**src/rtl/greenfloat_arbiter.sv**
```systemverilog
// Round-robin arbiter sharing one greenfloat_core between NREQ requesters.
// One op in flight; result routed back on a registered valid/ready channel.
module greenfloat_arbiter #(
    parameter int NREQ    = 4,
    parameter int TIMEOUT = 64,
    parameter int CNT_W   = 16
) (
    input  logic                 clk,
    input  logic                 rst,
    input  logic [NREQ-1:0]      req_valid,
    output logic [NREQ-1:0]      req_ready,
    input  logic [NREQ-1:0]      req_mode,
    input  logic [2*NREQ-1:0]    req_op,
    input  logic [32*NREQ-1:0]   req_a,
    input  logic [32*NREQ-1:0]   req_b,
    output logic [NREQ-1:0]      rsp_valid,
    input  logic [NREQ-1:0]      rsp_ready,
    output logic [31:0]          rsp_result,
    output logic                 rsp_overflow,
    output logic                 rsp_error,
    output logic                 core_mode,
    output logic [1:0]           core_operation,
    output logic                 core_valid_in,
    output logic [31:0]          core_a32,
    output logic [31:0]          core_b32,
    output logic [15:0]          core_a16,
    output logic [15:0]          core_b16,
    input  logic [31:0]          core_result32,
    input  logic [15:0]          core_result16,
    input  logic                 core_valid_out,
    input  logic                 core_overflow,
    output logic                 busy,
    output logic [CNT_W-1:0]     fp16_ops,
    output logic [CNT_W-1:0]     fp32_ops,
    output logic [CNT_W-1:0]     timeout_cnt
);

    localparam int IW = $clog2(NREQ);
    localparam int TW = $clog2(TIMEOUT) + 1;

    typedef enum logic [1:0] {IDLE, ISSUE, WAIT, RESP} state_t;

    state_t           state_q, state_d;
    logic [IW-1:0]    last_q, last_d;
    logic [IW-1:0]    gnt_q, gnt_d;
    logic [IW-1:0]    sel;
    logic             found;
    logic             mode_q, mode_d;
    logic [1:0]       op_q, op_d;
    logic [31:0]      a_q, a_d, b_q, b_d;
    logic [TW-1:0]    tmr_q, tmr_d;
    logic [31:0]      res_q, res_d;
    logic             ovf_q, ovf_d, err_q, err_d;
    logic [CNT_W-1:0] f16_q, f16_d, f32_q, f32_d, to_q, to_d;
    logic             tmo;

    function automatic logic [CNT_W-1:0] sat_inc(input logic [CNT_W-1:0] v);
        return (&v) ? v : v + 1'b1;
    endfunction

    // First requester after the last granted one, with wrap
    always_comb begin
        int            idx;
        logic [IW-1:0] cand;
        found = 1'b0;
        sel   = '0;
        idx   = 0;
        cand  = '0;
        for (int k = 1; k <= NREQ; k++) begin
            idx = int'(last_q) + k;
            if (idx >= NREQ) idx = idx - NREQ;
            cand = IW'(idx);
            if (!found && req_valid[cand]) begin
                found = 1'b1;
                sel   = cand;
            end
        end
    end

    assign tmo = (tmr_q == TW'(TIMEOUT - 1));

    always_ff @(posedge clk) begin
        if (rst) state_q <= IDLE;
        else     state_q <= state_d;
    end

    always_comb begin
        state_d = state_q;
        last_d  = last_q;
        gnt_d   = gnt_q;
        mode_d  = mode_q;
        op_d    = op_q;
        a_d     = a_q;
        b_d     = b_q;
        tmr_d   = tmr_q;
        res_d   = res_q;
        ovf_d   = ovf_q;
        err_d   = err_q;
        f16_d   = f16_q;
        f32_d   = f32_q;
        to_d    = to_q;
        unique case (state_q)
            IDLE: begin
                if (found) begin
                    gnt_d   = sel;
                    mode_d  = req_mode[sel];
                    op_d    = req_op[2*sel +: 2];
                    a_d     = req_a[32*sel +: 32];
                    b_d     = req_b[32*sel +: 32];
                    res_d   = '0;
                    ovf_d   = 1'b0;
                    err_d   = op_d[0];
                    state_d = op_d[0] ? RESP : ISSUE;
                end
            end
            ISSUE: begin
                tmr_d   = '0;
                state_d = WAIT;
            end
            WAIT: begin
                tmr_d = tmr_q + 1'b1;
                if (core_valid_out) begin
                    res_d   = mode_q ? {16'h0, core_result16}
                                     : core_result32;
                    ovf_d   = core_overflow;
                    err_d   = 1'b0;
                    state_d = RESP;
                    if (mode_q) f16_d = sat_inc(f16_q);
                    else        f32_d = sat_inc(f32_q);
                end else if (tmo) begin
                    res_d   = '0;
                    ovf_d   = 1'b0;
                    err_d   = 1'b1;
                    to_d    = sat_inc(to_q);
                    state_d = RESP;
                end
            end
            RESP: begin
                if (rsp_ready[gnt_q]) begin
                    last_d  = gnt_q;
                    state_d = IDLE;
                end
            end
            default: state_d = IDLE;
        endcase
    end

    always_ff @(posedge clk) begin
        if (rst) begin
            last_q <= IW'(NREQ - 1);
            gnt_q  <= '0;
            mode_q <= 1'b0;
            op_q   <= '0;
            a_q    <= '0;
            b_q    <= '0;
            tmr_q  <= '0;
            res_q  <= '0;
            ovf_q  <= 1'b0;
            err_q  <= 1'b0;
            f16_q  <= '0;
            f32_q  <= '0;
            to_q   <= '0;
        end else begin
            last_q <= last_d;
            gnt_q  <= gnt_d;
            mode_q <= mode_d;
            op_q   <= op_d;
            a_q    <= a_d;
            b_q    <= b_d;
            tmr_q  <= tmr_d;
            res_q  <= res_d;
            ovf_q  <= ovf_d;
            err_q  <= err_d;
            f16_q  <= f16_d;
            f32_q  <= f32_d;
            to_q   <= to_d;
        end
    end

    always_comb begin
        req_ready = '0;
        rsp_valid = '0;
        if (state_q == IDLE && found && !rst) req_ready[sel] = 1'b1;
        if (state_q == RESP) rsp_valid[gnt_q] = 1'b1;
    end

    assign core_valid_in  = (state_q == ISSUE);
    assign busy           = (state_q != IDLE);
    assign core_mode      = mode_q;
    assign core_operation = op_q;
    assign core_a32       = a_q;
    assign core_b32       = b_q;
    assign core_a16       = a_q[15:0];
    assign core_b16       = b_q[15:0];
    assign rsp_result     = res_q;
    assign rsp_overflow   = ovf_q;
    assign rsp_error      = err_q;
    assign fp16_ops       = f16_q;
    assign fp32_ops       = f32_q;
    assign timeout_cnt    = to_q;

endmodule

```
**config.mk**
```make
export PLATFORM = sky130hd
export DESIGN_NAME = greenfloat_arbiter
export DESIGN_NICKNAME = d
export VERILOG_FILES = /design/src/rtl/greenfloat_arbiter.sv
export SDC_FILE = /design/constraint.sdc
export NUM_CORES = 1
export LEC_CHECK = 0
export ABC_CLOCK_PERIOD_IN_PS = 4400
export CAP_MARGIN = 40
export CORE_AREA = 5 5 199 201
export DETAILED_ROUTE_END_ITERATION = 16
export DIE_AREA = 0 0 204 206
export GPL_ROUTABILITY_DRIVEN = 0
export GPL_TIMING_DRIVEN = 0
export PLACE_DENSITY = 0.53
export SLEW_MARGIN = 25
export SYNTH_ARGS = -nofsm -noshare
export SYNTH_HDL_FRONTEND = slang
export SYNTH_SLANG_ARGS = --single-unit
```
**constraint.sdc**
```tcl
create_clock -name clk -period 4.4 [get_ports clk]
set_input_delay 0.66 -clock clk [delete_from_list [all_inputs] [get_ports clk]]
set_output_delay 0.66 -clock clk [all_outputs]
set_load 0.01 [all_outputs]
```
=== After elaboration in Yosys (flattened, before gate mapping) ===
Index checks and enable logic that the tools add are counted.

* Add/subtract/negate cells: 12
* Magnitude comparators: 12
* Equal/unequal tests: 7
* Shift-type cells: 3
* Multiplexer cells: 50
* Bitwise gates (word level): 5
* Reductions and logical operators: 25

{| class="wikitable"
|+ Operators with widths
! kind !! number
|-
| $shiftx A128 B8 Y32 || 2
|-
| $mux W32 || 4
|-
| $pmux W32 S2 || 1
|-
| $add A16 B1 Y16 const B || 3
|-
| $reduce_and A16 Y1 || 3
|-
| $mux W2 || 13
|-
| $lt A2 B3 Y1 const B || 6
|-
| $mux W1 || 18
|-
| $pmux W7 S2 || 1
|-
| $bmux W1 S2 || 6
|-
| $reduce_and A4 Y1 || 3
|-
| $ge A3 B3 Y1 const B || 3
|-
| $mux W4 || 2
|-
| $pmux W2 S4 || 1
|-
| $shiftx A8 B4 Y2 || 1
|-
| $sub A2 B1 Y2 const B || 4
|-
| $add A7 B1 Y7 const B || 1
|-
| $eq A7 B6 Y1 const B || 1
|-
| $logic_and A1 B1 Y1 || 7
|-
| $add A2 B2 Y3 const B || 2
|-
| $reduce_and A3 Y1 || 2
|-
| $reduce_bool A2 Y1 || 3
|-
| $not A1 Y1 || 5
|-
| $add A2 B3 Y4 const B || 1
|-
| 12 further kinds || 21
|}

* Flip-flop bits (word level): 162
* Input bits: 328
* Output and inout bits: 191

=== Depth between registers and ports, before layout ===
Gate-level depths: netlist of the first run.

* Depth in word-level cells: 20
* Depth in mapped cells: 9

=== Worst setup path before layout of the first run ===
No wires, ideal clock.

* Path type: input -> output
* Start point: input port req_valid[2]
* End point: output port req_ready[0]
* Arrival time: 1,985 ps
* Path slack: 1,755 ps
* Cell stages on the path: 6
* Cells stage by stage: clkbuf_1 > o21bai_1 > a311o_1 > clkbuf_1 > clkbuf_1 > and3_1

* Longest elaborated chain between the ends: 17
* Elaborated cells between the ends (all ways): 30

{| class="wikitable"
|+ Ends and longest elaborated chain
! item !! RTL line !! text
|-
| start, declared || 10 || <nowiki>input logic [NREQ-1:0] req_valid,</nowiki>
|-
| $bmux W1 S2 || 73 || <nowiki>if (!found && req_valid[cand]) begin</nowiki>
|-
| $mux W1 (not written as such) || 73 ||
|-
| $mux W1 || 73 ||
|-
| $logic_not A1 Y1 || 73 ||
|-
| $logic_and A1 B1 Y1 || 73 ||
|-
| $mux W1 || 73 ||
|-
| $logic_not A1 Y1 || 73 ||
|-
| $logic_and A1 B1 Y1 || 73 ||
|-
| $mux W1 || 73 ||
|-
| $logic_not A1 Y1 || 73 ||
|-
| $logic_and A1 B1 Y1 || 73 ||
|-
| $mux W2 || 73 ||
|-
| $lt A2 B3 Y1 (not written as such) / $ge A2 B1 Y1 (equally long branches) || 183 || <nowiki>if (state_q == IDLE && found && !rst) req_ready[sel] = 1'b1;</nowiki>
|-
| $logic_and A1 B1 Y1 (not written as such) || 183 ||
|-
| $mux W1 (not written as such) || 183 ||
|-
| $demux W1 S2 || 183 ||
|-
| $mux W4 * || 183 ||
|-
| end, declared || 11 || <nowiki>output logic [NREQ-1:0] req_ready,</nowiki>
|}

Mark *: on every way between the ends. The rest lies on a longest branch, timed or not. The select of a mux whose other input is x is not followed.

=== Final worst setup path of the first run ===
* Start point: input port req_valid[0]
* End point: output port req_ready[0]

The elaborated chain is that of the path after synthesis.

==> results.md, run 1 <==
- Share of cells above drive strength 1: 12.75%
- Post-synth EDFFs: 0
- Hold_sp: rsp_result[20]
- Die area: 42020 um^2
- CTS max path bufs: 2
- TritonCTS clock tree: built
- Via count: 10480
- DP HPWL: 39070 um
- IO Pins: 519
- Hold path cells: 2
- Register area: 3243 um^2
- Crit path buf inv count: 4
- Run status: complete, no violations
- Crit-path slowest cell: clkdlybuf4s50_1
- Num CTS Buffers: 17
- Post-route ant nets: 0
- Initial core utilization: 24.77%
- Critical path's largest stage delay: 0.60 ns
- Synthesized instance count: 1095
- VDD IR-drop max: 0.2709 mV
- Vias in the first global route: 10410
- Slew Limit Fails: 0
- Data arrival, critical path: 3.47 ns
- Die X: 204 um
- Multi-input logic area: 5290 um^2
- Final core utilization: 42.13%
- Hold Crit Class: reg2reg
- Flop2flop setup slack: 1.59 ns
- Worst R2R Path Depth: 9
- Resized Gates After CTS: 1
- Via/cell ratio: 4.845
- Critical path depth: 7
- Largest net degree at the start of global routing: 17
- Post-synthesis simple-gate area fraction: 21.29%
- Post-synthesis mux area share: 8.794%
- Setup CP Type: in2out
- Total power: 7.684 mW
- Layout Skew: 0.01212 ns
- Achievable frequency: 242.4 MHz
- Clk root buf: clkbuf_16
- Max_cap viols: 0
- Worst r2r src: state_q[0]
- CP Capture Type: output port
- # DRC: 0
- Worst endpoint required time: 3.74 ns
- Post-CTS setup buffers: 0
- Fillers: 3870
- Setup TNS: 0 ns
- Most common cell after layout, fill and taps aside: clkdlybuf4s50_1
- Hold_buf cts: 0
- Most used cell, CP: clkdlybuf4s50_1
- Period minus WS final: 4.126 ns
- Top delay family on crit path: buffers and inverters
- P_leak: 5.401 nW
- Main combinational cell family by area after synthesis: compound AO/OA/AOI/OAI gates
- Reg clk slew, reported paths: 0.07 ns
- Mapped Nets: 1432
- Top_reg_cell synth: dfxtp_1
- Placeable Area: 37400 um^2
- DR WL/cell: 22.81 um
- Dpl cell area: 15080 um^2
- Commonest cells after routing, fill and taps aside: clkdlybuf4s50_1, dfxtp_1, nand2_1
- End of the worst register-to-register path: rsp_result[4]
- Count of final hold-check violations: 0
- Final Cycle Share: 93.77%
- WHS Endpoint: rsp_result[20]
- Final setup fails: 0
- Share of the yosys chip area belonging to registers: 35.01%
- P per Cell Area: 487.7 nW/um^2
- GR Util All Layers: 22.01%
- WL final: 49350 um
- CTS sink cnt: 162
- Design area: 15760 um^2
- Area grow syn2layout: 70.09%
- Adder-Cell Fraction of Synth Area: 1.216%
- Wire length of the first global-routing pass: 68990 um
- Unrepaired setup endpoints after global routing: false
- Synthesized area per cell: 8.459 um^2
- Clk Latency, worst-skew pair: 0.45 ns
- Crit path max fanout: 10
- Starting DRT DRC Count: 503
- Congestion Overflow GR: 0
- Nets@finish: 1971
- Initial antenna violation count: 8
- Die Span Y: 206 um
- Synth Cell Area: 9263 um^2
- Post-synth cell types: 60
- Synth Area in XOR/XNOR: 3.120%
- Async SR Flop Fraction: 0%
- Startpoint class of the critical path: primary input
- Compound-Gate Fraction of Synth Area: 22.69%
- Number of synthesis warnings: 0
- Slew @ Worst Pin: 0.8238 ns
- H-tree depth: 4
- Core Rows: 71
- CP Cell Sequence: clkdlybuf4s50_1 > and3b_1 > a311o_1 > clkbuf_2 > clkbuf_1 > and3_1 > clkdlybuf4s50_1
- # port buffers: 515
- First-pass DRT Iterations: 4
- Headroom to the max-slew limit: 45.08%
- FF+latch count, synth: 162
[synthesized netlist by cell type (2+ instances only)]
cell | count | area [um^2]
nor3_1 | 34 | 170.2
xor2_1 | 17 | 148.9
and4_1 | 9 | 78.83
buf_2 | 16 | 80.08
o21ai_1 | 4 | 20.02
xnor2_1 | 16 | 140.1
buf_4 | 32 | 240.2
buf_6 | 9 | 101.4
or3_1 | 9 | 56.30
a211oi_2 | 55 | 688.2
o31ai_1 | 3 | 22.52
and2_1 | 3 | 18.77
clkbuf_1 | 62 | 232.7
nor2_1 | 138 | 518.0
o21bai_1 | 2 | 15.01
and3b_1 | 2 | 17.52
mux2_2 | 56 | 630.6
and3_1 | 10 | 62.56
nor4_1 | 2 | 12.51
nand3_1 | 37 | 185.2
dfxtp_1 | 162 | 3243
o221a_1 | 9 | 101.4
or4_1 | 2 | 15.01
nor3b_1 | 4 | 30.03
nand2_1 | 157 | 589.3
mux2i_1 | 15 | 150.1
a221o_1 | 9 | 90.09
ha_1 | 9 | 112.6
a311oi_1 | 2 | 17.52
a211oi_1 | 3 | 22.52
nor2b_1 | 5 | 31.28
nand2b_1 | 3 | 18.77
nand4_1 | 21 | 131.4
o2111ai_1 | 2 | 17.52
o21ai_0 | 17 | 85.08
a31oi_1 | 3 | 18.77
inv_1 | 18 | 67.56
o21a_1 | 2 | 15.01
buf_1 | 2 | 7.510
a21oi_1 | 40 | 200.2
o22ai_1 | 2 | 12.51
a221oi_1 | 74 | 648.1
[metrics by stage]
| step | instances | worst slack, ns | hold slack, ns |
|---|---|---|---|
| 2_1_floorplan | 1095 | 1.755 | 0.4531 |
| 5_1_grt | 2164 | 0.09306 | 0.4731 |
| 6_report | 2164 | 0.2742 | 0.4542 |
| 3_3_place_gp | 2121 | 0.001538 | 0.4387 |
| 3_5_place_dp | 2123 | -0.03462 | 0.4438 |
| 4_1_cts | 2155 | 0.06873 | 0.4586 |
[registers in the layout (all words and copies together) (netlist names), 7 cells and up]
| signal | flops |
|---|---|
| rsp_result | 32 |
| timeout_cnt | 16 |
| core_a32 | 32 |
| core_b32 | 32 |
| fp32_ops | 16 |
| fp16_ops | 16 |
| tmr_q | 7 |
[metal layers]
metal | GRT usage, % | part of all wire [%]
met1 | 25.29 | 39
met3 | 7.751 | 8.4
met2 | 39.12 | 51
met5 | 0 | 0.043
met4 | 5.671 | 1.6
[how the worst max path moves through the flow]
stage,start,endpoint,slack [ns]
final,req_valid[0],req_ready[0],0.27
after global routing,req_valid[3],req_ready[2],0.09
after CTS,req_valid[3],req_ready[2],0.07
after detailed placement,req_valid[0],req_ready[0],-0.03
after global placement,req_valid[0],req_ready[0],0.002
after floorplan,req_valid[2],req_ready[0],1.76
[final cells by class]
class                   instances  area share (%)
multi-input cells             794           33.58
well taps                     511           4.058
diodes                          6         0.09530
flip-flops and latches        162           20.58
clock buffers                  17           2.700
clock inverters                15           1.239
plain buffers                 121           4.217
inverters                      18          0.4288
repair buffers                520           33.10
[cells by family after synthesis]
group | Yosys count
flip-flops | 162
adder cells (fa/ha/maj) | 9
AO/OA/AOI/OAI | 239
AND/OR/NAND/NOR | 440
XOR/XNOR | 33
buffers and inverters | 139
multiplexers | 73
[where the power goes]
| part | internal [mW] | switching [mW] | total, mW |
|---|---|---|---|
| registers | 1.83 | 0.278 | 2.11 |
| clock network | 0.914 | 0.735 | 1.65 |
| logic | 1.92 | 2.01 | 3.93 |
[worst min-delay path, cell delays in order, from the launching register on]
cell,delay (ns)
dfxtp_1,0.31
nand2_1,0.05
a21oi_1,0.05
Note: power is estimated with default switching activity, not from simulation.
==> inputs of run 2 (changes only) <==
Settings changed: CTS_CLUSTER_SIZE from default to 20.
==> results of run 2 <==
No change in the layout: final DEF, timing and power equal those of run 1.
==> inputs of run 3 (changes only) <==
Settings changed: CAP_MARGIN 40 to default, SLEW_MARGIN 25 to 5.
==> run 3 against run 2 <==
Compared with the run above:
- sequential share of layout area increased by 0.11 points
- maximum frequency decreased by 2.1%
- routed wire length decreased by 0.65%
- largest power group unchanged
==> results.md, run 3 (synthesis gave the netlist of run 1 again) <==
- Run status: complete, no violations
- Via count: 10470
- Initial core utilization: 24.77%
- Num CTS Buffers: 17
- Nets@finish: 1966
- CP Capture Type: output port
- Most used cell, CP: clkdlybuf4s50_1
- Vias in the first global route: 10430
- CTS max path bufs: 2
- Max_cap viols: 0
- Wire length of the first global-routing pass: 69140 um
- P_leak: 5.348 nW
- Top delay family on crit path: buffers and inverters
- Share of cells above drive strength 1: 12.48%
- Congestion Overflow GR: 0
- Area grow syn2layout: 69.20%
- DR WL/cell: 22.66 um
- Multi-input logic area: 5290 um^2
- Startpoint class of the critical path: primary input
- Unrepaired setup endpoints after global routing: false
- Crit path max fanout: 10
- Slew @ Worst Pin: 0.9402 ns
- Via/cell ratio: 4.837
- Setup TNS: 0 ns
- Initial antenna violation count: 12
- Fillers: 3805
- Design area: 15670 um^2
- Final Cycle Share: 95.77%
- Worst endpoint required time: 3.74 ns
- Headroom to the max-slew limit: 37.32%
- Data arrival, critical path: 3.55 ns
- Clk root buf: clkbuf_16
- CTS sink cnt: 162
- Setup CP Type: in2out
- # DRC: 0
- Die area: 42020 um^2
- Reg clk slew, reported paths: 0.08 ns
- WL final: 49030 um
- Crit-path slowest cell: clkbuf_1
- Starting DRT DRC Count: 545
- Post-CTS setup buffers: 0
- CP Cell Sequence: clkdlybuf4s50_1 > nor2_1 > o221a_2 > clkbuf_1 > and3_1 > clkdlybuf4s50_1
- Die X: 204 um
- Largest net degree at the start of global routing: 17
- Register area: 3243 um^2
- Core Rows: 71
- Dpl cell area: 15060 um^2
- # port buffers: 515
- Hold_ws: 0.4547 ns
- VDD IR-drop max: 0.2654 mV
- Most common cell after layout, fill and taps aside: clkdlybuf4s50_1
- GR Util All Layers: 22.01%
- Post-route ant nets: 0
- P per Cell Area: 484.6 nW/um^2
- First-pass DRT Iterations: 5
- DP HPWL: 38860 um
- Critical path's largest stage delay: 0.73 ns
- Layout Skew: 0.01119 ns
- Commonest cells after routing, fill and taps aside: clkdlybuf4s50_1, dfxtp_1, nand2_1
- Die Span Y: 206 um
- Placeable Area: 37400 um^2
- Slew Limit Fails: 0
- Crit path buf inv count: 3
- Clk Latency, worst-skew pair: 0.45 ns
- IO Pins: 519
- Hold Crit Class: reg2reg
- Count of final hold-check violations: 0
- Achievable frequency: 237.3 MHz
- Period minus WS final: 4.214 ns
- Final setup fails: 0
- H-tree depth: 4
- TritonCTS clock tree: built
[run 3: where the power goes]
part	switching [mW]	total (mW)	internal (mW)
Combinational	2.02	3.93	1.92
Sequential	0.276	2.10	1.83
Clock	0.745	1.56	0.816
[run 3: final timing paths]
path	from	end	slack, ns	cells after the start
worst min-delay path	rsp_result[26]	rsp_result[26]	0.45	2
worst max register to register	state_q[0]	rsp_result[4]	1.58	9
worst max-delay path	req_valid[0]	req_ready[2]	0.19	6
worst min register to register	rsp_result[26]	rsp_result[26]	0.45	2
[run 3: per-layer routing]
metal	vias up	track usage, %	routed length [um]
li1	5052	-	-
met1	4990	25.62	19310
met2	384	38.22	24650
met3	37	7.108	4070
met4	4	7.586	978
met5	-	0	21
[run 3: timing repair]
item,4_1_cts,5_1_grt
hold endpoints to repair,0,0
setup endpoints to repair,0,3
resized for setup,0,4
hold buffers,0,0
[run 3: cell type report]
type | instances | area share [%]
multi-input cells | 794 | 33.75
plain buffers | 121 | 4.239
clock inverters | 14 | 0.9341
inverters | 18 | 0.4311
well taps | 511 | 4.080
clock buffers | 18 | 2.802
diodes | 11 | 0.1756
flip-flops and latches | 162 | 20.69
repair buffers | 515 | 32.89
[run 3: through the flow]
step | util (%) | worst slack, ns | power, mW | std cells
5_1_grt | 41.90 | 0.02291 | 8.051 | 2163
6_report | 41.91 | 0.1860 | 7.595 | 2164
3_3_place_gp | 40.26 | 0.001538 | 6.056 | 2121
3_5_place_dp | 40.26 | 0.03431 | 6.091 | 2121
4_1_cts | 41.83 | 0.02238 | 7.685 | 2153
2_1_floorplan | - | 1.755 | 4.078 | 1095
[run 3: worst register-to-register path: stages, from the launching register on]
cell	delay (ns)
dfxtp_1	0.33
inv_1	0.12
ha_1	0.16
buf_2	0.21
nor2_1	0.07
a31oi_1	0.47
o21ai_1	0.46
clkbuf_1	0.34
a221oi_1	0.45
nor3_1	0.08
